$ cat config.mk
export PLATFORM = sky130hd
export DESIGN_NAME = ins_fetch_mem
export DESIGN_NICKNAME = d
export VERILOG_FILES = /design/src/rtl/ins_mem_pkg.sv /design/src/rtl/ins_mem_array.sv /design/src/rtl/ins_fetch_mem.sv
export SDC_FILE = /design/constraint.sdc
export NUM_CORES = 1
export LEC_CHECK = 0
export ABC_AREA = 1
export CORE_MARGIN = 2
export CORE_UTILIZATION = 45
export CTS_CLUSTER_SIZE = 14
export DETAILED_ROUTE_END_ITERATION = 10
export GPL_ROUTABILITY_DRIVEN = 0
export PLACE_DENSITY_LB_ADDON = 0.2
export SYNTH_ARGS = -nofsm -noshare
export SYNTH_HDL_FRONTEND = slang
export SYNTH_SLANG_ARGS = --single-unit
$ cat constraint.sdc
create_clock -name clk -period 3.1 [get_ports clk]
set_input_delay 0.465 -clock clk [delete_from_list [all_inputs] [get_ports clk]]
set_output_delay 0.465 -clock clk [all_outputs]
set_load 0.01 [all_outputs]
$ cat src/rtl/ins_mem_pkg.sv
// ins_mem_pkg
// Shared definitions for the instruction fetch memory: the controller state
// encoding and the default geometry constants used by the top and the array.
package ins_mem_pkg;

    // CLEAR: hardware sweep is writing CLR_VAL through the whole array.
    // IDLE : normal operation, fetches and program loads are accepted.
    typedef enum logic {
        CLEAR = 1'b0,
        IDLE  = 1'b1
    } state_t;

    localparam int DEF_DATA_W = 8;
    localparam int DEF_ADDR_W = 4;

endpackage

$ cat src/rtl/ins_mem_array.sv
// ins_mem_array
// 2**ADDR_W x DATA_W storage, one synchronous write port and one synchronous
// read-first read port. No reset on the storage or the read register.
// Ports:
//   clk    - rising-edge clock
//   we     - write enable
//   waddr  - write address
//   wdata  - write data
//   re     - read enable; rdata updates only when re is high
//   raddr  - read address
//   rdata  - registered read data (old word on a same-address write)
module ins_mem_array
    import ins_mem_pkg::*;
#(
    parameter int DATA_W = DEF_DATA_W,
    parameter int ADDR_W = DEF_ADDR_W
) (
    input  logic              clk,
    input  logic              we,
    input  logic [ADDR_W-1:0] waddr,
    input  logic [DATA_W-1:0] wdata,
    input  logic              re,
    input  logic [ADDR_W-1:0] raddr,
    output logic [DATA_W-1:0] rdata
);

    logic [DATA_W-1:0] mem [2**ADDR_W];

    // Both ports sample the array before the edge, so a same-address write
    // and read returns the previous contents.
    always_ff @(posedge clk) begin
        if (we) begin
            mem[waddr] <= wdata;
        end
        if (re) begin
            rdata <= mem[raddr];
        end
    end

endmodule

$ cat src/rtl/ins_fetch_mem.sv
// ins_fetch_mem
// Instruction memory with a registered fetch port, valid/ready handshakes,
// a runtime program-load port and a hardware clear sweep after reset or on
// clr_start.
// Ports:
//   clk, reset            - clock, asynchronous active-high reset
//   req_valid/req_ready   - fetch request handshake, req_addr is the address
//   rsp_valid/rsp_ready   - response handshake, rsp_data is the instruction
//   wr_en/wr_addr/wr_data - program-load write, accepted while wr_ready
//   clr_start             - pulse requesting a full clear sweep
//   busy                  - clear sweep in progress
// Handshake: a transfer happens on a rising edge where valid and ready are
// both high; valid never depends on ready, and a held response keeps its
// data stable until rsp_ready takes it.
module ins_fetch_mem
    import ins_mem_pkg::*;
#(
    parameter int                DATA_W  = DEF_DATA_W,
    parameter int                ADDR_W  = DEF_ADDR_W,
    parameter logic [DATA_W-1:0] CLR_VAL = {DATA_W{1'b0}}
) (
    input  logic              clk,
    input  logic              reset,
    input  logic              req_valid,
    output logic              req_ready,
    input  logic [ADDR_W-1:0] req_addr,
    output logic              rsp_valid,
    input  logic              rsp_ready,
    output logic [DATA_W-1:0] rsp_data,
    input  logic              wr_en,
    input  logic [ADDR_W-1:0] wr_addr,
    input  logic [DATA_W-1:0] wr_data,
    output logic              wr_ready,
    input  logic              clr_start,
    output logic              busy
);

    localparam logic [ADDR_W-1:0] LAST_ADDR = {ADDR_W{1'b1}};

    state_t            state;
    state_t            state_next;
    logic [ADDR_W-1:0] cnt;
    logic              fetch_hs;
    logic              has_data;
    logic              mem_we;
    logic [ADDR_W-1:0] mem_waddr;
    logic [DATA_W-1:0] mem_wdata;
    logic [DATA_W-1:0] rd_word;

    // State register and sweep counter. The counter wraps to 0 on the last
    // sweep write, so it is already 0 whenever a new sweep begins.
    always_ff @(posedge clk or posedge reset) begin
        if (reset) begin
            state <= CLEAR;
            cnt   <= '0;
        end else begin
            state <= state_next;
            if (state == CLEAR) begin
                cnt <= cnt + 1'b1;
            end else begin
                cnt <= '0;
            end
        end
    end

    always_comb begin
        state_next = state;
        wr_ready   = 1'b0;
        busy       = 1'b1;
        case (state)
            CLEAR: begin
                if (cnt == LAST_ADDR) begin
                    state_next = IDLE;
                end
            end
            IDLE: begin
                wr_ready = 1'b1;
                busy     = 1'b0;
                if (clr_start) begin
                    state_next = CLEAR;
                end
            end
            default: state_next = CLEAR;
        endcase
    end

    assign req_ready = (state == IDLE) && (!rsp_valid || rsp_ready);
    assign fetch_hs  = req_valid && req_ready;

    // The sweep owns the write port while clearing; load writes are dropped.
    always_comb begin
        mem_we    = 1'b0;
        mem_waddr = wr_addr;
        mem_wdata = wr_data;
        if (state == CLEAR) begin
            mem_we    = 1'b1;
            mem_waddr = cnt;
            mem_wdata = CLR_VAL;
        end else if (wr_en) begin
            mem_we = 1'b1;
        end
    end

    ins_mem_array #(
        .DATA_W (DATA_W),
        .ADDR_W (ADDR_W)
    ) u_array (
        .clk   (clk),
        .we    (mem_we),
        .waddr (mem_waddr),
        .wdata (mem_wdata),
        .re    (fetch_hs),
        .raddr (req_addr),
        .rdata (rd_word)
    );

    // The array read register has no reset; has_data masks it to zero until
    // the first fetch after reset has loaded it.
    always_ff @(posedge clk or posedge reset) begin
        if (reset) begin
            rsp_valid <= 1'b0;
            has_data  <= 1'b0;
        end else begin
            if (fetch_hs) begin
                rsp_valid <= 1'b1;
                has_data  <= 1'b1;
            end else if (rsp_ready) begin
                rsp_valid <= 1'b0;
            end
        end
    end

    assign rsp_data = has_data ? rd_word : '0;

endmodule

==> flow_summary.yaml <==
global_routing:
  globalRouteMet1Util: 0.274
  grt_max_degree: 65
  globalRouteOverflowTotal: 0
  grt_antenna_before_repair: 0
  use_met3: 0.0479
  grt_busiest_layer: "met2"
  met2_usage: 0.312
  first_global_vias: 3936
  grt_pass1_wl_um: 21300
  grt_use_total: 0.198
timing:
  maxSlewHeadroom: 0.322
  max_slew.worst_pin.slew_ns: 1.02
  tns_ns: 0
  finClkSkew_ns: 0.00482
  period_minus_slack_ns: 2.42
  setup_violations: 0
  rsz0062_at_grt: "false"
  fmax_mhz: 413
  slew_viol_final: 0
  period_share: 0.780
  worst_hold_slack_ns: 0.337
  setup_ws_ns: 0.681
  hold_violations: 0
floorplan:
  die_y_um: 123
  io_pins: 34
  fp.dieW_um: 123
  dieArea_um2: 15000
  rows: 43
  initial_core_util: 0.458
  core_um2: 13800
clock_network:
  cts_setup_buffers: 0
  ctsHoldBuffers: 0
  clock_latency_ns: 0.41
  cts.sinks: 143
  post_cts_resized: 0
  tritoncts: "built"
  cts_root_buffer: "clkbuf_16"
  h-tree-depth: 4
  clk_pin_slew_ns: 0.05
  numCtsBuffers: 17
  clockBufferDepth: 2
place:
  dp_slack_ns: 0.698
  dp_cells: 816
  hpwlAfterDp_um: 8950
  io_buffer_count: 33
setup_path:
  critPathLaunchType: "register"
  r2r_end: "u_array.mem[8][6]"
  max_stage_delay_ns: 0.73
  cp_top_family: "flip-flops"
  rr_startpoint: "state"
  rrSetupSlack_ns: 0.76
  cp-end-kind: "output port"
  slowest_stage: "dfrtp_1"
  cp_cell_sequence: "inv_4 -> nor2_1 -> clkdlybuf4s50_1"
  worstPathRequired_ns: 2.63
  critPathKind: "register to output port"
  r2r.worst_path.cells: 5
  arrival_ns: 1.95
  path_buf_inv: 2
  worst-path-max-fanout: 18
power_and_ir_drop:
  combPwrFrac: 0.210
  p_leak_uw: 0.00322
  seqPwrFrac: 0.481
  p_sw_frac: 0.293
  power.internal_uw: 4260
  power_density_nw_per_um2: 826
  p_sw_uw: 1770
  clkPwrFrac: 0.309
  max-vdd-ir-drop_v: 0.000538
worst_hold_path:
  min_path_type: "primary input to asynchronous set/reset pin"
synth:
  synth_nets: 648
  avgSynthCellArea_um2: 10.1
  synth_enable_flop_cells: 136
  async_flop_share: 0.0490
  synth-seq-cells: 143
  seq_area_frac_synth: 0.673
  synth.cell_area_um2: 6330
  ys.flop_type: "edfxtp_1"
  ys.warnings.count: 0
  synthCells: 625
  synth_cell_type_count: 23
cells_and_area:
  multi_input_area_um2: 1420
  num-fill-cells: 1214
  regArea_um2: 4260
  finalNonFillerCells: 848
  layout-drive-gt1-share: 0.0599
  antennaDiodeCount: 0
  syn2layout_area_growth_pct: 15.3
  fin_nets: 678
flow_run:
  maxCapViolCount: 0
drt:
  dr.pass1.iters: 5
  totalWireLength_um: 13800
  num_vias: 4159
  drtIter0Drc: 412
  wl_per_cell_um: 16.3
  drc: 0
  routed_via_density: 4.90
  drtAntennaViolNets: 0
status:
  outcome: "complete, no violations"
==> worst max-delay path by stage <==
stage	start	to	slack (ns)	cells past startpoint
after global routing	state	u_array.mem[8][1]	0.53	5
after global placement	wr_addr[1]	u_array.mem[14][3]	0.70	6
final	state	req_ready	0.68	3
after detailed placement	wr_addr[1]	u_array.mem[14][3]	0.70	6
after CTS	state	req_ready	0.64	3
after floorplan	state	u_array.mem[10][0]	1.35	6
==> cell usage in the layout (no fill, tap or decap) <==
| cell | count |
|---|---|
| a21oi_1 | 1 |
| buf_12 | 1 |
| buf_2 | 1 |
| buf_4 | 4 |
| bufinv_16 | 2 |
| clkbuf_1 | 6 |
| clkbuf_16 | 17 |
| clkdlybuf4s50_1 | 32 |
| clkinv_1 | 2 |
| clkinv_2 | 5 |
| dfrtp_1 | 7 |
| edfxtp_1 | 136 |
| ha_1 | 1 |
| inv_1 | 124 |
| inv_2 | 1 |
| inv_4 | 1 |
| nand2_1 | 194 |
| nand3_1 | 97 |
| nand3_2 | 4 |
| nor2_1 | 21 |
| o21ai_0 | 3 |
| o21ai_2 | 2 |
| o22ai_1 | 1 |
| or2_0 | 1 |
| or2_1 | 1 |
| or2_2 | 2 |
| xor2_1 | 1 |
==> final cells by class <==
type	count	share of cell area
clock buffer	23	0.0614
clock inverter	9	0.0127
inverter	126	0.0651
multi-input combinational	329	0.195
sequential	143	0.584
tap	180	0.0309
timing repair buffer	38	0.0514
==> cell families (layout without fill, tap and decap cells) <==
kind of cell,count (synthesis),after routing,share of synthesized area
AOI/OAI and AO/OA,7,7,0.00692
xor gates and xnor gates,1,1,0.00138
adders and majority gates,1,1,0.00198
buffers and inverters,153,196,0.102
DFF,143,143,0.673
and+or+nand+nor,320,320,0.215
==> routing by layer <==
layer  share of wire  vias up
met2            0.48      134
met3           0.057       15
li1                -     2050
met1            0.45     1960
met4           0.012        0
met5               0        -
==> power by group through the flow <==
| stage | combinational (uW) | sequential (uW) | clock, uW |
|---|---|---|---|
| 6_report | 1270 | 2900 | 1860 |
| 5_1_grt | 1430 | 2940 | 1980 |
| 4_1_cts | 1280 | 2900 | 1890 |
| 3_5_place_dp | 1270 | 2940 | 0 |
| 3_3_place_gp | 1260 | 2930 | 0 |
| 2_1_floorplan | 857 | 2860 | 0 |
==> registers in the layout (all words and copies together) (netlist names) <==
register,flops
u_array.mem,128
u_array.rdata,8
cnt,4
has_data,1
rsp_valid,1
state,1
==> worst register-to-register path, cell delays in order, from the launching register on <==
cell     delay, ns
dfrtp_1       0.73
inv_4         0.10
or2_0         0.25
o21ai_2       0.09
nand2_1       0.21
nor2_1        0.60
==> cell usage after synthesis, types with 2 or more instances <==
cell type    n  area, um^2
nand2_1    194         728
edfxtp_1   136        4080
inv_1      124         465
nand3_1     97         485
nor2_1      21        78.8
buf_2       11        55.1
buf_4        7        52.6
dfrtp_1      7         175
buf_6        4        45.0
clkbuf_1     4        15.0
nand3_2      4        40.0
o21ai_0      3        15.0
o21ai_2      2        17.5
or2_2        2        12.5
==> metrics by stage <==
step,instance area [um^2],util,power [uW]
floorplan,6330,-,3720
global placement,6760,0.489,4190
detailed placement,6760,0.489,4210
CTS,7300,0.528,6070
global route,7300,0.528,6350
finish,7300,0.528,6030
Note: power is estimated with default switching activity, not from simulation.
